$ cat config.mk
export PLATFORM = sky130hd
export DESIGN_NAME = universal_reg
export DESIGN_NICKNAME = d
export VERILOG_FILES = /design/src/rtl/universal_reg.sv
export SDC_FILE = /design/constraint.sdc
export NUM_CORES = 1
export LEC_CHECK = 0
export BUFFER_PORTS_ARGS = -buffer_cell sky130_fd_sc_hd__buf_2
export CAP_MARGIN = 25
export CORE_AREA = 10 10 47 49
export CTS_CLUSTER_DIAMETER = 60
export DETAILED_ROUTE_END_ITERATION = 12
export DIE_AREA = 0 0 57 59
export PLACE_DENSITY_LB_ADDON = 0.3
export SYNTH_ARGS = -nofsm -noshare
export SYNTH_HDL_FRONTEND = slang
export SYNTH_SLANG_ARGS = --single-unit
$ cat constraint.sdc
create_clock -name clk -period 2.05 [get_ports clk]
set_clock_uncertainty 0.15 [all_clocks]
set_input_delay 0.1025 -clock clk [delete_from_list [all_inputs] [get_ports clk]]
set_output_delay 0.1025 -clock clk [all_outputs]
set_load 0.005 [all_outputs]
$ cat src/rtl/universal_reg.sv
// Universal shift/rotate/load register with optional up/down counting and terminal-count flag.
// Counting modes (6/7) and the tc register exist only when UREG_COUNT_EN is defined.
module universal_reg #(
  parameter int unsigned      WIDTH      = 4,
  parameter logic [WIDTH-1:0] RESET_VAL  = '0,
  parameter logic [WIDTH-1:0] PRESET_VAL = '1
) (
  input  logic             clk,
  input  logic             clr_n,
  input  logic             preset,
  input  logic             en,
  input  logic [2:0]       mode,
  input  logic [WIDTH-1:0] d,
  input  logic             sin_l,
  input  logic             sin_r,
  output logic [WIDTH-1:0] q,
  output logic [WIDTH-1:0] qbar,
  output logic             sout_l,
  output logic             sout_r,
  output logic             zero,
  output logic             tc
);

  typedef enum logic [2:0] {
    M_HOLD = 3'd0,
    M_LOAD = 3'd1,
    M_SHL  = 3'd2,
    M_SHR  = 3'd3,
    M_ROL  = 3'd4,
    M_ROR  = 3'd5,
    M_INC  = 3'd6,
    M_DEC  = 3'd7
  } mode_e;

  logic [WIDTH-1:0] r_q;
  logic [WIDTH-1:0] w_next;
  logic             w_tc_next;
  mode_e            w_mode;

  assign w_mode = mode_e'(mode);

  always_comb begin
    w_next    = r_q;
    w_tc_next = 1'b0;
    unique case (w_mode)
      M_HOLD: w_next = r_q;
      M_LOAD: w_next = d;
      M_SHL:  w_next = {r_q[WIDTH-2:0], sin_l};
      M_SHR:  w_next = {sin_r, r_q[WIDTH-1:1]};
      M_ROL:  w_next = {r_q[WIDTH-2:0], r_q[WIDTH-1]};
      M_ROR:  w_next = {r_q[0], r_q[WIDTH-1:1]};
`ifdef UREG_COUNT_EN
      M_INC: begin
        w_next    = r_q + {{(WIDTH-1){1'b0}}, 1'b1};
        w_tc_next = (r_q == '1);
      end
      M_DEC: begin
        w_next    = r_q - {{(WIDTH-1){1'b0}}, 1'b1};
        w_tc_next = (r_q == '0);
      end
`else
      M_INC, M_DEC: w_next = r_q;
`endif
      default: w_next = r_q;
    endcase
  end

  always_ff @(posedge clk or negedge clr_n) begin
    if (!clr_n) begin
      r_q <= RESET_VAL;
    end else if (preset) begin
      r_q <= PRESET_VAL;
    end else if (en) begin
      r_q <= w_next;
    end
  end

`ifdef UREG_COUNT_EN
  logic r_tc;

  // tc is a one-cycle pulse: preset and hold edges both clear it
  always_ff @(posedge clk or negedge clr_n) begin
    if (!clr_n) begin
      r_tc <= 1'b0;
    end else if (preset || !en) begin
      r_tc <= 1'b0;
    end else begin
      r_tc <= w_tc_next;
    end
  end

  assign tc = r_tc;
`else
  logic w_unused_tc;
  assign w_unused_tc = w_tc_next;
  assign tc          = 1'b0;
`endif

  assign q      = r_q;
  assign qbar   = ~r_q;
  assign sout_l = r_q[WIDTH-1];
  assign sout_r = r_q[0];
  assign zero   = (r_q == '0);

endmodule

==> report_table.html, run 1 <==
<table>
<tr><th>Metric</th><th>Value</th></tr>
<tr><th colspan="2">Run status</th></tr>
<tr><td>Result of the run</td><td>complete, no violations</td></tr>
<tr><th colspan="2">Synthesis</th></tr>
<tr><td>Synth top cells by count</td><td>buf_4, inv_1</td></tr>
<tr><td>Syn_area_per_cell</td><td>8.568 µm²</td></tr>
<tr><td>Number of warnings reported in the yosys synthesis log</td><td>0</td></tr>
<tr><td>#FFs+latches synth</td><td>4</td></tr>
<tr><td>Async set-or-reset flop fraction in the synthesized netlist</td><td>1.000</td></tr>
<tr><td>Sequential cell area fraction in the yosys report</td><td>0.2540</td></tr>
<tr><td>Cells after Synth</td><td>46</td></tr>
<tr><td>Cell type with the largest total area after synthesis</td><td>dfrtp_1</td></tr>
<tr><td>Synthesized net count</td><td>59</td></tr>
<tr><td>Post-synth top flop</td><td>dfrtp_1</td></tr>
<tr><td>Post-synthesis cell area</td><td>394.1 µm²</td></tr>
<tr><td>Main area contributors after synthesis</td><td>dfrtp_1, mux2i_1, buf_4</td></tr>
<tr><td>Number of enable flip-flop cells after synthesis</td><td>0</td></tr>
<tr><td>Fraction of post-synthesis cell area in the top cell type by area</td><td>0.2540</td></tr>
<tr><td>Synth unique cells</td><td>24</td></tr>
<tr><th colspan="2">Final layout</th></tr>
<tr><td>Area Growth Syn to Fin</td><td>32.70%</td></tr>
<tr><td>Max FFs per register</td><td>4</td></tr>
<tr><td>Final core utilization</td><td>0.3732</td></tr>
<tr><td>Fraction of layout instances using a drive strength above 1</td><td>0.4412</td></tr>
<tr><td>Antenna cell count</td><td>0</td></tr>
<tr><td>Net count of the finished layout</td><td>83</td></tr>
<tr><th colspan="2">GRT</th></tr>
<tr><td>Maximum number of pins on one net before global-route repair</td><td>11</td></tr>
<tr><td>Vias in the first global route</td><td>458</td></tr>
<tr><td>GRT overflow</td><td>0</td></tr>
<tr><td>First-pass GRT wire length</td><td>1987 µm</td></tr>
<tr><td>Number of antenna violations at the first check in global routing</td><td>0</td></tr>
<tr><td>All-layer global routing usage</td><td>0.07236</td></tr>
<tr><th colspan="2">Timing</th></tr>
<tr><td>Final Cycle Share</td><td>0.6663</td></tr>
<tr><td>RSZ-0062 raised after global routing</td><td>no</td></tr>
<tr><td>Minimum clock period</td><td>1.366 ns</td></tr>
<tr><td>Smallest setup slack after layout</td><td>0.6841 ns</td></tr>
<tr><td>Final count of hold timing violations</td><td>0</td></tr>
<tr><td>Max-slew violations</td><td>0</td></tr>
<tr><td>Number of setup violations in the final report</td><td>0</td></tr>
<tr><td>Highest clock rate</td><td>732.1 MHz</td></tr>
<tr><td>Setup TNS</td><td>0 ns</td></tr>
<tr><th colspan="2">Worst setup path</th></tr>
<tr><td>Critical Path Start Type</td><td>register</td></tr>
<tr><td>Setup Crit Path Kind</td><td>register to output port</td></tr>
<tr><td>Worst EP required</td><td>1.80 ns</td></tr>
<tr><td>Number of cells on the worst reg-to-reg path</td><td>4</td></tr>
<tr><td>Minimum setup slack among reg-to-reg paths</td><td>0.76 ns</td></tr>
<tr><td>CP Max Fanout</td><td>7</td></tr>
<tr><td>CP Data Arrival Time</td><td>1.11 ns</td></tr>
<tr><td>Reg-to-reg critical path startpoint</td><td>q[2]</td></tr>
<tr><td>Crit. End Element</td><td>output port</td></tr>
<tr><td>Endpoint of the worst register-to-register path</td><td>q[3]</td></tr>
<tr><th colspan="2">Power and ir drop</th></tr>
<tr><td>Maximum vdd ir drop</td><td>0.0003748 V</td></tr>
<tr><td>Power density normalized to cell area</td><td>528.4 mW/mm²</td></tr>
<tr><td>Leakage power figure</td><td>0.2848 nW</td></tr>
<tr><th colspan="2">Placement</th></tr>
<tr><td>Placement-stage worst setup slack</td><td>0.7171 ns</td></tr>
<tr><td>Final weighted congestion of routability-driven global placement</td><td>0.7285</td></tr>
<tr><td>Half-perimeter wire length of the detailed placement result</td><td>922.9 µm</td></tr>
<tr><td>Port Buf Inserts</td><td>23</td></tr>
<tr><th colspan="2">Drt</th></tr>
<tr><td>Vias</td><td>396</td></tr>
<tr><td>Remaining DRCs</td><td>0</td></tr>
<tr><td>Starting DRC count in detailed routing</td><td>5</td></tr>
<tr><td>DRT Pass-1 Iters</td><td>4</td></tr>
<tr><td>Remaining number of nets flagged by the antenna check after routing</td><td>0</td></tr>
<tr><td>Average vias per placed instance</td><td>4.714</td></tr>
<tr><td>WL per Instance</td><td>13.70 µm</td></tr>
<tr><td>Drt total wl</td><td>1151 µm</td></tr>
<tr><th colspan="2">Clock network</th></tr>
<tr><td>Cell at the root of the clock tree</td><td>clkbuf_4</td></tr>
<tr><td>Worst-case clock buffer depth</td><td>2</td></tr>
<tr><td>Sink count of the clock tree</td><td>4</td></tr>
<tr><td>H-Tree Level Count</td><td>1</td></tr>
<tr><td>CTS tree</td><td>done</td></tr>
<tr><td>Clk Latency, worst-skew pair</td><td>0.24 ns</td></tr>
<tr><td>Number of buffers created by CTS</td><td>3</td></tr>
<tr><td>Clock-pin slew on the worst setup and hold paths</td><td>0.04 ns</td></tr>
<tr><th colspan="2">Die</th></tr>
<tr><td>Placeable core area</td><td>0.001401 mm²</td></tr>
<tr><td>X dimension of the die</td><td>57 µm</td></tr>
<tr><td>Standard-cell rows</td><td>14</td></tr>
<tr><td>Area of the die</td><td>0.003363 mm²</td></tr>
<tr><td>Initial cell density of the core</td><td>0.2813</td></tr>
<tr><td>Vertical die dimension</td><td>59 µm</td></tr>
<tr><td>IO Pins</td><td>25</td></tr>
<tr><th colspan="2">Job</th></tr>
<tr><td>Number of violations of the max-capacitance limit</td><td>0</td></tr>
<tr><th colspan="2">Min path</th></tr>
<tr><td>Min-delay worst type</td><td>input port to async pin</td></tr>
</table>
## critical path, stage by stage (launching register included)
cell and delay, ns:
dfrtp_1 0.45, nor4_1 0.27, buf_2 0.16
## power by group
| part | total (W) | internal [W] | switching, W |
|---|---|---|---|
| Combinational | 0.0000795 | 0.0000399 | 0.0000395 |
| Sequential | 0.0000957 | 0.0000850 | 0.0000106 |
| Clock | 0.000101 | 0.0000657 | 0.0000355 |
| Total | 0.000276 | 0.000191 | 0.0000857 |
## logic make-up after synthesis
kind of cell              Yosys count  synth area share
AOI/OAI and AO/OA                  12            0.2572
xor gates and xnor gates            1           0.04128
buffers and inverters              11            0.1714
DFF                                 4            0.2540
muxes                               4            0.1016
other                               1          0.009515
and+or+nand+nor                    13            0.1651
## layout by cell type, fill, tap and decap left out, types with 2 or more instances in the layout
cell type	n
a211o_1	2
a211oi_1	2
buf_2	23
clkbuf_4	3
dfrtp_1	4
dlygate4sd3_1	2
inv_1	5
mux2i_1	4
nand2_1	4
nor2_1	4
## layer usage
layer	up-vias	global-route usage	wire length (µm)
met4	0	0.05034	21
met1	175	0.07775	505
met5	-	0	0
met2	14	0.1132	545
li1	205	-	-
met3	2	0.03004	79
## what timing repair did
| item | 4_1_cts | 5_1_grt |
|---|---|---|
| resized for setup | 0 | 0 |
| hold buffers | 2 | 0 |
| buffers inserted | 0 | 0 |
| endpoints found under the hold margin | 7 | 0 |
## cell type report
cell class                      count  area [µm²]
Fill cell                         170       878.3
Multi-Input combinational cell     31       226.5
Timing Repair Buffer               25       135.1
Sequential cell                     4       100.1
Clock buffer                        3       22.52
Tap cell                           16       20.02
Inverter                            5       18.77
## through the flow
step           total power (W)  area [µm²]  cells  hold slack (ns)
6_report             0.0002764       523.0     84          0.04070
5_1_grt              0.0003003       523.0     84          0.06131
4_1_cts              0.0002790       523.0     84          0.04121
3_5_place_dp         0.0001741       480.5     79          -0.2376
3_3_place_gp         0.0001750       480.5     79          -0.2365
2_1_floorplan        0.0001468       394.1     46          -0.3431
## worst max path at each step
| stage | start | to | slack, ns | cells after the start |
|---|---|---|---|---|
| finish | q[1] | zero | 0.68 | 2 |
| global route | q[1] | zero | 0.61 | 2 |
| CTS | q[1] | zero | 0.68 | 2 |
| detailed placement | mode[2] | q[1] | 0.72 | 5 |
| global placement | mode[2] | q[2] | 0.71 | 5 |
| floorplan | mode[1] | q[1] | 0.82 | 5 |
No activity file was read; power rests on OpenSTA's default activity.
==> run 2: changes to the inputs <==
==> constraint.sdc (replaced) <==
create_clock -name clk -period 1.4 [get_ports clk]
set_clock_uncertainty 0.15 [all_clocks]
set_input_delay 0.07 -clock clk [delete_from_list [all_inputs] [get_ports clk]]
set_output_delay 0.07 -clock clk [all_outputs]
set_load 0.005 [all_outputs]
==> report_table.html, run 2 (synthesis gave the netlist of run 1 again) <==
<table>
<tr><th>Metric</th><th>Value</th></tr>
<tr><th colspan="2">Run status</th></tr>
<tr><td>Result of the run</td><td>complete, no violations</td></tr>
<tr><th colspan="2">Worst setup path</th></tr>
<tr><td>Setup Crit Path Kind</td><td>register to output port</td></tr>
<tr><td>Number of cells on the worst reg-to-reg path</td><td>4 (unchanged)</td></tr>
<tr><td>Critical Path Start Type</td><td>register</td></tr>
<tr><td>Worst EP required</td><td>1.18 ns (-0.62 ns)</td></tr>
<tr><td>Crit. End Element</td><td>output port</td></tr>
<tr><td>CP Max Fanout</td><td>7 (unchanged)</td></tr>
<tr><td>Slowest cell on the critical path</td><td>dfrtp_1</td></tr>
<tr><td>CP Data Arrival Time</td><td>1.10 ns (about the same)</td></tr>
<tr><td>Critical Path Max Stage Delay</td><td>0.45 ns (about the same)</td></tr>
<tr><td>Worst-path cell chain</td><td>nor4_1 -&gt; buf_2</td></tr>
<tr><th colspan="2">Final layout</th></tr>
<tr><td>Number of standard cells in the final layout excluding fillers</td><td>85 (+1.2%)</td></tr>
<tr><td>Net count of the finished layout</td><td>84 (+1.2%)</td></tr>
<tr><td>Fraction of layout instances using a drive strength above 1</td><td>0.4638 (+0.02259)</td></tr>
<tr><td>Commonest non-fill, non-tap cells in the layout</td><td>buf_2, inv_1, mux2i_1, nand2_1, nor2_1</td></tr>
<tr><td>FF/Latch Area</td><td>101.3 µm² (+1.2%)</td></tr>
<tr><td>Antenna cell count</td><td>0 (unchanged)</td></tr>
<tr><td>Multi-input combinational cell area</td><td>226.5 µm² (unchanged)</td></tr>
<tr><td>Number of fill cells in the layout</td><td>155 (-8.8%)</td></tr>
<tr><td>Most common cell after layout, fill and taps aside</td><td>buf_2</td></tr>
<tr><td>Area Growth Syn to Fin</td><td>34.92%</td></tr>
<tr><td>Max FFs per register</td><td>4 (unchanged)</td></tr>
<tr><th colspan="2">Drt</th></tr>
<tr><td>Drt total wl</td><td>1158 µm (+0.61%)</td></tr>
<tr><td>Remaining number of nets flagged by the antenna check after routing</td><td>0 (unchanged)</td></tr>
<tr><td>WL per Instance</td><td>13.62 µm (-0.58%)</td></tr>
<tr><td>Vias</td><td>411 (+3.8%)</td></tr>
<tr><td>Average vias per placed instance</td><td>4.835 (+2.6%)</td></tr>
<tr><td>Remaining DRCs</td><td>0 (unchanged)</td></tr>
<tr><td>DRT Pass-1 Iters</td><td>4 (unchanged)</td></tr>
<tr><td>Starting DRC count in detailed routing</td><td>9 (+4)</td></tr>
<tr><th colspan="2">Power and ir drop</th></tr>
<tr><td>Power density normalized to cell area</td><td>758.4 mW/mm² (+44%)</td></tr>
<tr><td>Leakage power figure</td><td>0.2890 nW (+1.5%)</td></tr>
<tr><td>Maximum vdd ir drop</td><td>0.0005475 V (+46%)</td></tr>
<tr><th colspan="2">Clock network</th></tr>
<tr><td>Worst-case clock buffer depth</td><td>2 (unchanged)</td></tr>
<tr><td>Clock-pin slew on the worst setup and hold paths</td><td>0.04 ns (about the same)</td></tr>
<tr><td>Number of buffers created by CTS</td><td>3 (unchanged)</td></tr>
<tr><td>CTS tree</td><td>done</td></tr>
<tr><td>Cell at the root of the clock tree</td><td>clkbuf_4</td></tr>
<tr><td>Sink count of the clock tree</td><td>4 (unchanged)</td></tr>
<tr><td>H-Tree Level Count</td><td>1 (unchanged)</td></tr>
<tr><td>Clk Latency, worst-skew pair</td><td>0.23 ns (about the same)</td></tr>
<tr><th colspan="2">Die</th></tr>
<tr><td>Initial cell density of the core</td><td>0.2813 (unchanged)</td></tr>
<tr><td>Standard-cell rows</td><td>14 (unchanged)</td></tr>
<tr><td>IO Pins</td><td>25 (unchanged)</td></tr>
<tr><td>Placeable core area</td><td>0.001401 mm² (unchanged)</td></tr>
<tr><td>X dimension of the die</td><td>57 µm (unchanged)</td></tr>
<tr><td>Area of the die</td><td>0.003363 mm² (unchanged)</td></tr>
<tr><td>Vertical die dimension</td><td>59 µm (unchanged)</td></tr>
<tr><th colspan="2">Min path</th></tr>
<tr><td>Min-delay worst type</td><td>input port to async pin</td></tr>
<tr><th colspan="2">GRT</th></tr>
<tr><td>First-pass GRT wire length</td><td>1925 µm (-3.1%)</td></tr>
<tr><td>Maximum number of pins on one net before global-route repair</td><td>11 (unchanged)</td></tr>
<tr><td>Vias in the first global route</td><td>451 (-1.5%)</td></tr>
<tr><td>All-layer global routing usage</td><td>0.07019 (-0.002166)</td></tr>
<tr><td>GRT overflow</td><td>0 (unchanged)</td></tr>
<tr><td>Number of antenna violations at the first check in global routing</td><td>0 (unchanged)</td></tr>
<tr><th colspan="2">Placement</th></tr>
<tr><td>Number of placed instances, taps included</td><td>80 (+1.3%)</td></tr>
<tr><td>Final weighted congestion of routability-driven global placement</td><td>0.7873 (+8.1%)</td></tr>
<tr><td>Port Buf Inserts</td><td>23 (unchanged)</td></tr>
<tr><th colspan="2">Timing</th></tr>
<tr><td>RSZ-0062 raised after global routing</td><td>no</td></tr>
<tr><td>Highest clock rate</td><td>755.3 MHz</td></tr>
<tr><td>Final count of hold timing violations</td><td>0 (unchanged)</td></tr>
<tr><td>Max-slew violations</td><td>0 (unchanged)</td></tr>
<tr><td>Setup TNS</td><td>0 ns (unchanged)</td></tr>
<tr><td>Minimum clock period</td><td>1.324 ns</td></tr>
<tr><td>Post-route worst hold slack</td><td>0.01710 ns (-0.02360 ns)</td></tr>
<tr><td>Number of setup violations in the final report</td><td>0 (unchanged)</td></tr>
<tr><td>Final Cycle Share</td><td>0.9457</td></tr>
<tr><th colspan="2">Job</th></tr>
<tr><td>Number of violations of the max-capacitance limit</td><td>0 (unchanged)</td></tr>
</table>
-- run 2: cell types whose count changed in the layout (fill, tap and decap cells not counted) --
cell | previous run | this run
buf_4 | 0 | 1
dfrtp_1 | 4 | 3
dfrtp_2 | 0 | 1
-- run 2: path summary, 6_finish.rpt --
path,start,endpoint,slack (ns)
min,clr_n,q[3],0.02
max reg2reg,q[2],q[3],0.14
max,q[1],zero,0.08
min reg2reg,q[2],q[2],0.43
max in group asynchronous,clr_n,q[2],0.95
min in group clk,en,q[0],0.13
-- run 2: repair_timing --
item / 4_1_cts / 5_1_grt
hold buffers: 2 / 0
setup buffers: 0 / 0
resized for setup: 0 / 1
setup endpoints to repair: 0 / 1
endpoints found under the hold margin: 7 / 0
-- run 2: metal layers --
layer,track usage,part of all wire
met1,0.07656,0.44
met2,0.1116,0.48
met3,0.04292,0.074
met4,0.02013,0
met5,0,0
-- run 2: area by class of cell --
type / count / area share
multi-input combinational: 31 / 0.4259
timing repair buffer: 26 / 0.2682
sequential: 4 / 0.1906
clock buffer: 3 / 0.04235
tap: 16 / 0.03765
inverter: 5 / 0.03529
-- run 2: worst max-delay path, delay by kind of cell, from the launching register on --
kind / cells / cell delay, ns
buffers and inverters: 1 / 0.16
and+or+nand+nor: 1 / 0.27
DFF: 1 / 0.45
-- run 2: stage by stage --
step | cell area (µm²) | power, W | utilization | worst slack [ns]
2_1_floorplan | 394.1 | 0.0002150 | - | 0.1749
3_3_place_gp | 488.0 | 0.0002583 | 0.3482 | 0.06057
3_5_place_dp | 488.0 | 0.0002587 | 0.3482 | 0.06933
4_1_cts | 530.5 | 0.0004102 | 0.3786 | 0.06124
5_1_grt | 531.8 | 0.0004378 | 0.3795 | 0.03586
6_report | 531.8 | 0.0004033 | 0.3795 | 0.07603
-- run 2: report_power, final --
part / switching [W] / internal [W]
combinational: 0.0000587 / 0.0000605
clock: 0.0000475 / 0.0000959
sequential: 0.0000157 / 0.000125
